===== src/rtl/cache_ram_responder_pkg.sv =====
// Shared types for the cache block-RAM responder: FSM state encodings.
package cache_ram_responder_pkg;

    typedef enum logic [2:0] {
        RAM_STAT_IDLE     = 3'd0,
        RAM_STAT_RD_ISSUE = 3'd1,
        RAM_STAT_RD_DRAIN = 3'd2,
        RAM_STAT_WR       = 3'd3,
        RAM_STAT_RESP     = 3'd4
    } ram_stat_e;

endpackage


===== src/rtl/mem_lat_pipe.sv =====
// Read-return tracker: a LATENCY-deep shift register of {valid, offset};
// the output stage lines up with the word memory's read data.
module mem_lat_pipe #(
    parameter int unsigned LATENCY      = 2,
    parameter int unsigned OFFSET_WIDTH = 3
) (
    input  logic                    clk,
    input  logic                    rst,
    input  logic                    in_vld,
    input  logic [OFFSET_WIDTH-1:0] in_off,
    output logic                    out_vld,
    output logic [OFFSET_WIDTH-1:0] out_off
);

    logic [LATENCY-1:0]                   vld_q;
    logic [LATENCY-1:0][OFFSET_WIDTH-1:0] off_q;

    always_ff @(posedge clk or negedge rst) begin
        if (!rst) begin
            vld_q <= '0;
            off_q <= '0;
        end else begin
            vld_q[0] <= in_vld;
            off_q[0] <= in_off;
            for (int i = 1; i < int'(LATENCY); i++) begin
                vld_q[i] <= vld_q[i-1];
                off_q[i] <= off_q[i-1];
            end
        end
    end

    assign out_vld = vld_q[LATENCY-1];
    assign out_off = off_q[LATENCY-1];

endmodule


===== src/rtl/cache_ram_responder.sv =====
// Serves cache block refills/write-backs as word accesses to a fixed-latency memory.
// Optional: define CACHE_RAM_CRITICAL_WORD_FIRST_EN to start reads at the requested word.
module cache_ram_responder
    import cache_ram_responder_pkg::*;
#(
    parameter int unsigned OFFSET_WIDTH = 3,
    parameter int unsigned ADDR_WIDTH   = 30,
    parameter int unsigned DATA_WIDTH   = 32,
    parameter int unsigned MEM_LATENCY  = 2,
    localparam int unsigned BLOCK_SIZE  = 1 << OFFSET_WIDTH,
    localparam int unsigned BLOCK_WIDTH = DATA_WIDTH * BLOCK_SIZE
) (
    input  logic                   clk,
    input  logic                   rst,
    input  logic                   ram_en,
    input  logic                   ram_write,
    input  logic [ADDR_WIDTH-1:0]  ram_addr,
    input  logic [BLOCK_WIDTH-1:0] dc_data_wb,
    output logic                   ram_ready,
    output logic [BLOCK_WIDTH-1:0] block_from_ram,
    output logic                   mem_en,
    output logic                   mem_we,
    output logic [ADDR_WIDTH-1:0]  mem_addr,
    output logic [DATA_WIDTH-1:0]  mem_wdata,
    input  logic [DATA_WIDTH-1:0]  mem_rdata
);

    localparam int unsigned CW     = OFFSET_WIDTH + 1;
    localparam int unsigned BASE_W = ADDR_WIDTH - OFFSET_WIDTH;
`ifdef CACHE_RAM_CRITICAL_WORD_FIRST_EN
    localparam logic CWF_EN = 1'b1;
`else
    localparam logic CWF_EN = 1'b0;
`endif

    ram_stat_e                             state_q, state_d;
    logic [BASE_W-1:0]                     base_q;
    logic [OFFSET_WIDTH-1:0]               start_q;
    logic [CW-1:0]                         seq_cnt_q, recv_cnt_q;
    logic [BLOCK_SIZE-1:0][DATA_WIDTH-1:0] blk_q, blk_ret;
    logic [OFFSET_WIDTH-1:0]               seq_off, issue_off, ret_off;
    logic                                  ret_vld, last_seq, last_recv;

    assign seq_off   = seq_cnt_q[OFFSET_WIDTH-1:0];
    assign issue_off = start_q + seq_off;
    assign last_seq  = (seq_cnt_q == CW'(BLOCK_SIZE - 1));
    // Final word arrives this cycle: jump straight to RESP so ready lands on N+L+1.
    assign last_recv = ret_vld && (recv_cnt_q == CW'(BLOCK_SIZE - 1));

    mem_lat_pipe #(
        .LATENCY      (MEM_LATENCY),
        .OFFSET_WIDTH (OFFSET_WIDTH)
    ) u_lat_pipe (
        .clk     (clk),
        .rst     (rst),
        .in_vld  (state_q == RAM_STAT_RD_ISSUE),
        .in_off  (issue_off),
        .out_vld (ret_vld),
        .out_off (ret_off)
    );

    // State register
    always_ff @(posedge clk or negedge rst) begin
        if (!rst) state_q <= RAM_STAT_IDLE;
        else      state_q <= state_d;
    end

    // Next-state logic; RESP always returns to IDLE so a held ram_en yields one pulse
    always_comb begin
        state_d = state_q;
        unique case (state_q)
            RAM_STAT_IDLE:     if (ram_en) state_d = ram_write ? RAM_STAT_WR : RAM_STAT_RD_ISSUE;
            RAM_STAT_RD_ISSUE: if (last_seq) state_d = RAM_STAT_RD_DRAIN;
            RAM_STAT_RD_DRAIN: if (last_recv) state_d = RAM_STAT_RESP;
            RAM_STAT_WR:       if (last_seq) state_d = RAM_STAT_RESP;
            RAM_STAT_RESP:     state_d = RAM_STAT_IDLE;
            default:           state_d = RAM_STAT_IDLE;
        endcase
    end

    // Backing-memory strobes decoded from state and counters
    always_comb begin
        mem_en    = 1'b0;
        mem_we    = 1'b0;
        mem_addr  = '0;
        mem_wdata = '0;
        if (state_q == RAM_STAT_RD_ISSUE) begin
            mem_en   = 1'b1;
            mem_addr = {base_q, issue_off};
        end else if (state_q == RAM_STAT_WR) begin
            mem_en    = 1'b1;
            mem_we    = 1'b1;
            mem_addr  = {base_q, seq_off};
            mem_wdata = blk_q[seq_off];
        end
    end

    // Block buffer with the returning word merged in
    always_comb begin
        blk_ret = blk_q;
        if (ret_vld) blk_ret[ret_off] = mem_rdata;
    end

    always_ff @(posedge clk or negedge rst) begin
        if (!rst) begin
            base_q         <= '0;
            start_q        <= '0;
            seq_cnt_q      <= '0;
            recv_cnt_q     <= '0;
            blk_q          <= '0;
            block_from_ram <= '0;
            ram_ready      <= 1'b0;
        end else begin
            blk_q     <= blk_ret;
            ram_ready <= (state_d == RAM_STAT_RESP);
            if (ret_vld) recv_cnt_q <= recv_cnt_q + CW'(1);
            unique case (state_q)
                RAM_STAT_IDLE: if (ram_en) begin
                    base_q     <= ram_addr[ADDR_WIDTH-1:OFFSET_WIDTH];
                    start_q    <= (CWF_EN && !ram_write) ? ram_addr[OFFSET_WIDTH-1:0] : '0;
                    seq_cnt_q  <= '0;
                    recv_cnt_q <= '0;
                    if (ram_write) blk_q <= dc_data_wb;
                end
                RAM_STAT_RD_ISSUE, RAM_STAT_WR: seq_cnt_q <= seq_cnt_q + CW'(1);
                RAM_STAT_RD_DRAIN: if (last_recv) block_from_ram <= blk_ret;
                default: ;
            endcase
        end
    end

endmodule


===== config.mk =====
export PLATFORM = sky130hd
export DESIGN_NAME = cache_ram_responder
export DESIGN_NICKNAME = d
export VERILOG_FILES = /design/src/rtl/cache_ram_responder_pkg.sv /design/src/rtl/mem_lat_pipe.sv /design/src/rtl/cache_ram_responder.sv
export SDC_FILE = /design/constraint.sdc
export NUM_CORES = 1
export LEC_CHECK = 0
export CORE_MARGIN = 2
export CORE_UTILIZATION = 45
export DETAILED_ROUTE_END_ITERATION = 7
export PLACE_DENSITY = 0.73
export REMOVE_ABC_BUFFERS = 1
export SETUP_SLACK_MARGIN = 0.1
export SLEW_MARGIN = 20
export SYNTH_ARGS = -nofsm -noshare
export SYNTH_HDL_FRONTEND = slang
export SYNTH_HIERARCHICAL = 1
export SYNTH_SLANG_ARGS = --single-unit

===== constraint.sdc =====
create_clock -name clk -period 4.3 [get_ports clk]
set_clock_uncertainty 0.05 [all_clocks]
set_input_delay 0.645 -clock clk [delete_from_list [all_inputs] [get_ports clk]]
set_output_delay 0.645 -clock clk [all_outputs]
set_load 0.005 [all_outputs]

==> results of run 1 <==
area by class of cell:
type | instances | area, um^2
Antenna cell | 10 | 25.02
Clock buffer | 93 | 1867
Clock inverter | 18 | 217.7
Fill cell | 4810 | 24440
Inverter | 2 | 7.507
Multi-Input combinational cell | 1102 | 13240
Sequential cell | 559 | 13990
Tap cell | 837 | 1047
Timing Repair Buffer | 700 | 7097
worst reg2reg max path, delay by kind of cell (launching register included):
kind / cells / cell delay, ps
buf+inv: 2 / 680
flops: 1 / 620
mux: 1 / 390
simple gates: 2 / 620
logic make-up (layout without fill, tap and decap cells):
family / Yosys count / in the layout / synth area share (%)
mux: 927 / 927 / 42.12
flops: 559 / 559 / 49.41
buf+inv: 134 / 813 / 4.132
simple gates: 97 / 97 / 2.236
compound gates: 73 / 73 / 1.918
xor+xnor: 3 / 3 / 0.09282
fa+ha+maj: 2 / 2 / 0.08837
other cells: 0 / 10 / 0
worst min path at each step:
| stage | start | to | slack, ps |
|---|---|---|---|
| 6_report | rst | block_from_ram[28]$_DFFE_PN0P_ | 50 |
| 5_1_grt | rst | block_from_ram[28]$_DFFE_PN0P_ | 100 |
| 4_1_cts | rst | block_from_ram[22]$_DFFE_PN0P_ | 80 |
| 3_5_place_dp | u_lat_pipe/off_q[0]$_DFF_PN0_ | u_lat_pipe/out_off[0]$_DFF_PN0_ | 280 |
| 3_3_place_gp | u_lat_pipe/off_q[0]$_DFF_PN0_ | u_lat_pipe/out_off[0]$_DFF_PN0_ | 280 |
| 2_1_floorplan | u_lat_pipe/off_q[0]$_DFF_PN0_ | u_lat_pipe/out_off[0]$_DFF_PN0_ | 280 |
state kept, by name, summed over array words and instances, names as in the netlist, 2 cells and up:
signal	cells
blk_q	256
block_from_ram	256
base_q	27
recv_cnt_q	4
seq_cnt_q	4
state_q	3
u_lat_pipe/off_q	3
u_lat_pipe/out_off	3
u_lat_pipe/vld_q	2
through the flow:
step | total power, W | hold WS [ps] | setup WS [ps] | cell area, um^2 | setup TNS (ps)
after floorplan | 0.01640 | 281.2 | -6264 | 27150 | -3197990
after global placement | 0.02059 | 283.8 | 963.9 | 35390 | 0
after detailed placement | 0.02093 | 284.7 | 931.6 | 35390 | 0
after CTS | 0.02650 | 79.79 | 253.0 | 37470 | 0
after global routing | 0.02766 | 103.9 | 129.1 | 37490 | 0
final | 0.02636 | 45.72 | 302.6 | 37490 | 0
routing by layer:
metal	GRT usage [%]	part of all wire (%)	wire [um]	vias up
met2	43.98	49	42840	571
met4	8.555	2.9	2520	10
met1	33.83	42	36340	9383
met3	5.726	6.2	5374	143
met5	0	0.083	72	-
li1	-	-	-	7798
layout by cell type, fill, tap and decap left out, types with 3 or more instances in the layout:
cell / count
buf_12: 19
mux2_2: 331
mux2_1: 25
clkdlybuf4s50_1: 638
bufinv_16: 5
nor4bb_4: 3
nand3b_1: 3
nor2_1: 6
nand2_1: 4
a22oi_1: 64
and2_1: 30
clkbuf_1: 10
clkinv_2: 12
clkbuf_16: 61
mux2i_1: 131
and3_1: 32
dfrtp_1: 558
buf_4: 42
nand4b_1: 3
diode_2: 10
clkbuf_8: 22
mux2_4: 440
a31oi_1: 3
power by group:
part	switching [W]	internal (W)	total, W
clock	0.00217	0.00326	0.00544
combinational	0.00453	0.00742	0.0119
sequential	0.00148	0.00749	0.00897
total	0.00818	0.0182	0.0264
==> results.py, run 1 <==
metrics = {
    "critical_path": {
        "reg2reg_depth": 5,
        "worstSetupPathType": "flip-flop to output pin",
        "crit_start": "state_q[0]$_DFF_PN0_",
        "cp-start-kind": "flip-flop",
        "crit_cells": 5,
        "critical_path.cell_chain": "nand3b_1 -> clkinv_1 -> buf_4 -> and3_1 -> clkdlybuf4s50_1",
        "r2r-start": "u_lat_pipe/vld_q[1]$_DFF_PN0_",
        "crit_buf_inv": 3,
        "timing.rr.end": "block_from_ram[18]$_DFFE_PN0P_",
        "cpMaxStageDelayCell": "clkinv_1",
        "cp-end-kind": "output pin",
        "critPathArrivalTime_ps": 3300,
        "critPathMaxFanout": 18,
        "slowest_delay_ps": 770,
        "ff2ff_setup_slack_ps": 1830,
        "crit_end": "mem_wdata[30]",
        "critical_path_required_ps": 3610,
        "crit_family": "buffers and inverters",
    },
    "timing": {
        "slew_headroom_pct": 34.20,
        "rsz0062_at_grt": "no",
        "final-setup-viol-count": 0,
        "period_minus_slack_ps": 3997,
        "period_share_pct": 92.96,
        "finalHoldViolCount": 0,
        "tightest_slew_ps": 980.9,
        "drv_slew": 0,
        "clock.fmax_mhz": 250.2,
    },
    "synth": {
        "yosysMostFrequentCell": "dfrtp_1",
        "yosys.area.top_type": "dfrtp_1",
        "synth_edf_count": 0,
        "yosysTopAreaCellShare_pct": 49.41,
        "ys.flop_type": "dfrtp_1",
        "synth-seq-area-share_pct": 49.41,
        "yosysUniqueCellTypes": 38,
        "syn_area_per_cell_um2": 15.77,
        "ys_warn_count": 6,
        "ys_top_cells_by_area": "dfrtp_1 49%, mux2_4 23%, mux2_2 13%",
        "synthArstFlopShare_pct": 100.0,
        "synth.cell_area_mm2": 0.02831,
        "synthTopCellsByCount": "559 x dfrtp_1, 440 x mux2_4, 331 x mux2_2",
        "synth_cells": 1795,
        "ys_ff_latch": 559,
    },
    "clocking": {
        "cts_hold_buf": 0,
        "clock_path_buffers": 3,
        "post_cts_buffers": 0,
        "path_clk_slew_ps": 60,
        "root_buffer": "clkbuf_16",
        "cts_max_level": 2,
        "numCtsBuffers": 60,
        "postCtsResizedCells": 0,
        "cts.sinks": 559,
        "worstSkewPairLatency_ps": 610,
        "cts_tree": "done",
    },
    "status": {
        "status": "complete, no violations",
    },
    "cells_and_area": {
        "nets": 2749,
        "final_core_util_pct": 60.53,
        "drive_gt1_share_pct": 38.32,
        "syn_to_final_growth_pct": 32.43,
        "final_cells": 3321,
    },
    "routing": {
        "wl_um": 87150,
        "vias_per_cell": 5.391,
        "ant_nets": 0,
        "first_iter_violations": 1029,
        "vias": 17910,
        "detail_route.wl_per_cell_um": 26.24,
        "drc": 0,
        "firstDrtPassIters": 5,
    },
    "global_routing": {
        "grt_overflow_total": 0,
        "grt_pass1_wl_um": 127600,
        "antenna_found_initial": 13,
        "first_global_vias": 19730,
        "grt_usage_pct": 26.24,
        "grt_max_degree": 115,
    },
    "power_and_ir_drop": {
        "power_density_mw_per_mm2": 703.0,
        "ir_drop_mv": 0.5048,
        "cellLeakagePower_nw": 17.24,
    },
    "placed_design": {
        "placed_cells": 3200,
        "gp_congestion": 0.8511,
        "io_buffers": 639,
        "dp_hpwl_um": 59750,
    },
    "floorplanning": {
        "die_area_mm2": 0.06494,
        "start_util_pct": 45.71,
        "io_pins": 643,
        "die_w_um": 254.8,
        "rows": 91,
        "core_area_mm2": 0.06194,
        "die-height_um": 254.8,
    },
    "flow_run": {
        "max_cap_violations": 0,
    },
    "min_path": {
        "hold_path_class": "input port to async pin",
    },
}
No activity file was read; power rests on OpenSTA's default activity.
==> run 2, diff against run 1 <==
--- a/config.mk
+++ b/config.mk
@@ -5,6 +5,7 @@
 export SDC_FILE = /design/constraint.sdc
 export NUM_CORES = 1
 export LEC_CHECK = 0
+export ABC_AREA = 0
 export CORE_MARGIN = 2
 export CORE_UTILIZATION = 45
 export DETAILED_ROUTE_END_ITERATION = 7
==> results of run 2 <==
No change in the layout: final DEF, timing and power equal those of run 1.
